**src/rtl/ccff_bitstream_loader.sv**
```systemverilog
// Serialises bitstream words MSB-first onto a configuration chain and releases pad isolation after a full load.
// Optional build macro: CCFF_TAIL_CHECK_EN (checks that the first CHAIN_LEN bits leaving ccff_tail are all 0).
module ccff_bitstream_loader #(
    parameter int unsigned CHAIN_LEN = 8,
    parameter int unsigned WORD_W    = 8
) (
    input  logic              prog_clk,
    input  logic              pReset,
    input  logic              start,
    input  logic [WORD_W-1:0] word_data,
    input  logic              word_valid,
    output logic              word_ready,
    output logic              ccff_head,
    output logic              ccff_clk_en,
    input  logic              ccff_tail,
    output logic              IO_ISOL_N,
    output logic              busy,
    output logic              done,
    output logic              err
);

    localparam int unsigned CNT_W = $clog2(CHAIN_LEN + 1);
    localparam int unsigned WB_W  = $clog2(WORD_W + 1);
    localparam logic [CNT_W-1:0] LAST_BIT  = CNT_W'(CHAIN_LEN - 1);
    localparam logic [WB_W-1:0]  LAST_WBIT = WB_W'(WORD_W - 1);

    typedef enum logic [1:0] {
        IDLE  = 2'd0,
        LOAD  = 2'd1,
        SHIFT = 2'd2,
        DONE  = 2'd3
    } state_t;

    state_t            state_q, state_d;
    logic [WORD_W-1:0] shreg_q, shreg_d;
    logic [CNT_W-1:0]  bit_cnt_q, bit_cnt_d;
    logic [WB_W-1:0]   word_bits_q, word_bits_d;
    logic              head_q, head_d;
    logic              clk_en_q, clk_en_d;
    logic              ready_q, ready_d;
    logic              isol_n_q, isol_n_d;
    logic              busy_q, busy_d;
    logic              done_q, done_d;
    logic              err_q, err_d;

    // State and registered outputs
    always_ff @(posedge prog_clk or posedge pReset) begin
        if (pReset) begin
            state_q     <= IDLE;
            shreg_q     <= '0;
            bit_cnt_q   <= '0;
            word_bits_q <= '0;
            head_q      <= 1'b0;
            clk_en_q    <= 1'b0;
            ready_q     <= 1'b0;
            isol_n_q    <= 1'b0;
            busy_q      <= 1'b0;
            done_q      <= 1'b0;
            err_q       <= 1'b0;
        end else begin
            state_q     <= state_d;
            shreg_q     <= shreg_d;
            bit_cnt_q   <= bit_cnt_d;
            word_bits_q <= word_bits_d;
            head_q      <= head_d;
            clk_en_q    <= clk_en_d;
            ready_q     <= ready_d;
            isol_n_q    <= isol_n_d;
            busy_q      <= busy_d;
            done_q      <= done_d;
            err_q       <= err_d;
        end
    end

    // Next-state and next-output logic
    always_comb begin
        state_d     = state_q;
        shreg_d     = shreg_q;
        bit_cnt_d   = bit_cnt_q;
        word_bits_d = word_bits_q;
        head_d      = head_q;
        clk_en_d    = 1'b0;
        isol_n_d    = isol_n_q;
        busy_d      = busy_q;
        done_d      = done_q;
        err_d       = err_q;

`ifdef CCFF_TAIL_CHECK_EN
        // A cleared chain must only ever emit zeros while the first load passes through
        if (clk_en_q && ccff_tail) begin
            err_d = 1'b1;
        end
`endif

        unique case (state_q)
            IDLE, DONE: begin
                if (start) begin
                    state_d     = LOAD;
                    bit_cnt_d   = '0;
                    word_bits_d = '0;
                    err_d       = 1'b0;
                    done_d      = 1'b0;
                    isol_n_d    = 1'b0;
                    busy_d      = 1'b1;
                end
            end
            LOAD: begin
                if (word_valid && ready_q) begin
                    shreg_d     = word_data;
                    word_bits_d = '0;
                    state_d     = SHIFT;
                end
            end
            SHIFT: begin
                head_d      = shreg_q[WORD_W-1];
                clk_en_d    = 1'b1;
                shreg_d     = shreg_q << 1;
                bit_cnt_d   = bit_cnt_q + CNT_W'(1);
                word_bits_d = word_bits_q + WB_W'(1);
                // Chain-full wins over word-empty so a partial last word drops its low bits
                if (bit_cnt_q == LAST_BIT) begin
                    state_d  = DONE;
                    busy_d   = 1'b0;
                    done_d   = 1'b1;
                    isol_n_d = 1'b1;
                end else if (word_bits_q == LAST_WBIT) begin
                    state_d = LOAD;
                end
            end
            default: state_d = IDLE;
        endcase

        ready_d = (state_d == LOAD);
    end

`ifndef CCFF_TAIL_CHECK_EN
    logic unused_tail;
    assign unused_tail = ccff_tail;
`endif

    assign word_ready  = ready_q;
    assign ccff_head   = head_q;
    assign ccff_clk_en = clk_en_q;
    assign IO_ISOL_N   = isol_n_q;
    assign busy        = busy_q;
    assign done        = done_q;
    assign err         = err_q;

endmodule

```
**config.mk**
```make
export PLATFORM = sky130hd
export DESIGN_NAME = ccff_bitstream_loader
export DESIGN_NICKNAME = d
export VERILOG_FILES = /design/src/rtl/ccff_bitstream_loader.sv
export SDC_FILE = /design/constraint.sdc
export NUM_CORES = 1
export LEC_CHECK = 0
export ABC_AREA = 1
export BUFFER_PORTS_ARGS = -buffer_cell sky130_fd_sc_hd__buf_2
export CAP_MARGIN = 20
export CORE_ASPECT_RATIO = 1.2
export CORE_MARGIN = 10
export CORE_UTILIZATION = 25
export DETAILED_ROUTE_END_ITERATION = 7
export PLACE_DENSITY_LB_ADDON = 0.2
export SLEW_MARGIN = 10
export SYNTH_ARGS = -nofsm -noshare
export SYNTH_HDL_FRONTEND = slang
export SYNTH_SLANG_ARGS = --single-unit
```
**constraint.sdc**
```tcl
create_clock -name prog_clk -period 2.65 [get_ports prog_clk]
set_input_delay 0.1325 -clock prog_clk [delete_from_list [all_inputs] [get_ports prog_clk]]
set_output_delay 0.1325 -clock prog_clk [all_outputs]
set_load 0.05 [all_outputs]
```
==> results.py <==
metrics = {
    "timing": {
        "fin_crit_sh_pct": 58.63,
        "hold_viol": 0,
        "finalSetupTns_ns": 0,
        "period_needed_ns": 1.554,
        "rsz0062_at_grt": "false",
        "finalWorstSetupSlack_ns": 1.096,
        "maxSlewViolCount": 0,
        "slew_headroom_pct": 41.52,
        "setup_viol": 0,
        "fin_skew_ns": 0.003263,
        "max_freq_mhz": 643.6,
        "worstMarginPinSlew_ns": 0.8762,
    },
    "global_routing": {
        "grt_overflow": 0,
        "use_met2_pct": 10.45,
        "grt_pass1_vias": 882,
        "grt_max_degree": 24,
        "met1_usage_pct": 7.778,
        "grt_usage_pct": 6.405,
        "grt_pass1_wl_um": 4002,
        "busiest_layer": "met2",
        "grtUsageMet3_pct": 2.186,
        "antenna_found_initial": 0,
    },
    "setup_path": {
        "critPathLaunchType": "flop",
        "r2r_slack_ns": 1.10,
        "worst_setup_path_end_kind": "flop",
        "crit_arrival_ns": 1.71,
        "crit_fanout": 7,
        "required_ns": 2.80,
        "worstSetupPathType": "reg -> reg",
    },
    "min_path": {
        "min_path_type": "in -> async",
    },
    "layout": {
        "final_cell_mix": "nand2_1 (37), dfrtp_1 (23), buf_2 (17), nor2_1 (14), inv_1 (10)",
        "mostFrequentLayoutCell": "nand2_1",
        "register_area_um2": 575.6,
        "fin_area_um2": 1334,
        "fillers": 505,
        "multi_input_area_um2": 493.0,
        "area_growth_pct": 13.89,
        "nets": 169,
        "insertedDiodeCount": 0,
        "drive_gt1_share_pct": 21.19,
    },
    "pwr": {
        "p_per_area_nw_per_um2": 1058,
        "p_sw_mw": 0.6189,
        "pwr-share-clk_pct": 15.3,
        "power_frac_seq_pct": 36.8,
        "p_sw_share_pct": 43.86,
        "p_leak_nw": 0.6501,
        "p_int_mw": 0.7924,
        "power.combinational.fraction_pct": 47.9,
        "irDropWorstVdd_mv": 0.3812,
    },
    "routing": {
        "drt_pre_antenna_iters": 4,
        "ant_nets": 0,
        "totalWireLength_um": 2286,
        "drc": 0,
        "routed_via_density": 4.206,
        "drtIter0Drc": 20,
        "routedWlPerCell_um": 10.94,
        "via_count": 879,
    },
    "clocking": {
        "cts.repair.resized": 0,
        "clk_pin_slew_ns": 0.08,
        "clock-root-buffer": "clkbuf_8",
        "cts_sinks": 23,
        "cts_tree": "done",
        "cts_made_buffers": 3,
        "insertion_delay_ns": 0.26,
        "htreeDepth": 1,
        "postCtsSetupRepairBufs": 0,
        "cts.path.max_buffers": 2,
        "hold_buffers": 0,
    },
    "status": {
        "outcome": "completed",
    },
    "floorplan": {
        "dieHeight_um": 94.98,
        "io_pins": 20,
        "initial_utilization_pct": 25.68,
        "rows": 27,
        "dieArea_um2": 7834,
        "die_x_um": 82.48,
        "core_area_um2": 4561,
    },
    "logic_synthesis": {
        "netlist_area_um2": 1171,
        "yosys.cell_types.count": 26,
        "syn-num-nets": 152,
        "ys_ff_latch": 23,
        "yosysSeqAreaShare_pct": 49.15,
        "netlist_instances": 135,
        "syn_area_per_cell_um2": 8.675,
        "yosys_warnings": 0,
    },
    "placed_design": {
        "place_congestion": 0.7184,
        "io_buffers": 17,
        "place_hpwl_um": 1752,
        "detailed_place.area_um2": 1289,
        "dp_slack_ns": 1.128,
    },
    "flow_run": {
        "cap_viol_max_count": 0,
    },
}
## state kept, by name (all words and copies together) (netlist names)
register and flops:
ccff_clk_en 1, word_bits_q 4, state_q 2, done 1, word_ready 1, bit_cnt_q 4
shreg_q 8, busy 1, ccff_head 1
## critical path, stage by stage, from the launching register on
cell and delay, ns:
dfrtp_1 0.35, inv_1 0.07, ha_1 0.30, inv_2 0.14, nor2_4 0.07, a21oi_4 0.19, inv_1 0.10, o21ai_0 0.16
nand2_1 0.06
## per-layer routing
layer | vias up | part of all wire, %
li1 | 463 | -
met1 | 401 | 49
met2 | 13 | 46
met3 | 2 | 4.9
met4 | 0 | 0.74
met5 | - | 0
## power groups by stage
stage	sequential, mW	combinational (mW)	clock (mW)
5_1_grt	0.531	0.773	0.241
4_1_cts	0.520	0.689	0.229
2_1_floorplan	0.572	0.535	0
3_5_place_dp	0.525	0.689	0
3_3_place_gp	0.520	0.671	0
6_report	0.519	0.676	0.216
## Yosys cell counts
master / count / area, µm²
inv_2: 3 / 11.26
conb_1: 1 / 3.750
buf_2: 2 / 10.01
o21a_4: 1 / 15.01
buf_4: 2 / 15.01
a21oi_1: 3 / 15.01
nand2_1: 37 / 138.9
xnor2_1: 1 / 8.760
nand2_2: 1 / 6.260
a21oi_4: 1 / 16.27
o21a_1: 1 / 7.510
o21ai_1: 1 / 5.000
xor2_1: 1 / 8.760
nor2_1: 14 / 52.55
o21ai_0: 4 / 20.02
nor2_4: 1 / 11.26
inv_4: 1 / 6.260
ha_1: 4 / 50.05
nand2_4: 2 / 22.52
a31oi_1: 8 / 50.05
inv_1: 10 / 37.54
nand3_1: 9 / 45.04
o31ai_1: 1 / 7.510
buf_6: 2 / 22.52
o21ai_2: 1 / 8.760
dfrtp_1: 23 / 575.6
## worst paths after layout
path                                         from                          to  cells past startpoint
setup / recovery             state_q[0]$_DFF_PP0_            busy$_DFFE_PP0P_                      8
hold / removal                             pReset      shreg_q[0]$_DFFE_PP0P_                      2
setup reg to reg             state_q[0]$_DFF_PP0_            busy$_DFFE_PP0P_                      8
hold reg to reg            shreg_q[7]$_DFFE_PP0P_       ccff_head$_DFFE_PP0P_                      2
max in group asynchronous                  pReset  word_bits_q[3]$_DFFE_PP0P_                      2
min in group prog_clk                word_data[0]      shreg_q[0]$_DFFE_PP0P_                      3
## kinds of logic after synthesis
kind of cell | share of synthesized area (%)
AND/OR/NAND/NOR | 23.61
flip-flops | 49.15
AO/OA/AOI/OAI | 12.39
buffers and inverters | 8.761
adder cells (fa/ha/maj) | 4.274
XOR/XNOR | 1.496
other | 0.3202
## layout make-up
cell class	count	area share, %
Clock buffer	4	3.377
Inverter	14	4.128
Multi-Input combinational cell	92	36.96
Sequential cell	23	43.15
Tap cell	58	5.441
Timing Repair Buffer	18	6.942
## metrics by stage
step	hold WS (ns)	cells	util, %	power [mW]
6_report	0.04126	209	29.25	1.411
5_1_grt	0.1349	209	29.25	1.545
4_1_cts	0.09542	209	29.25	1.437
3_5_place_dp	0.3828	205	28.26	1.214
3_3_place_gp	0.3783	205	28.26	1.192
2_1_floorplan	0.1344	135	-	1.106
(Power assumes the default switching activity.)
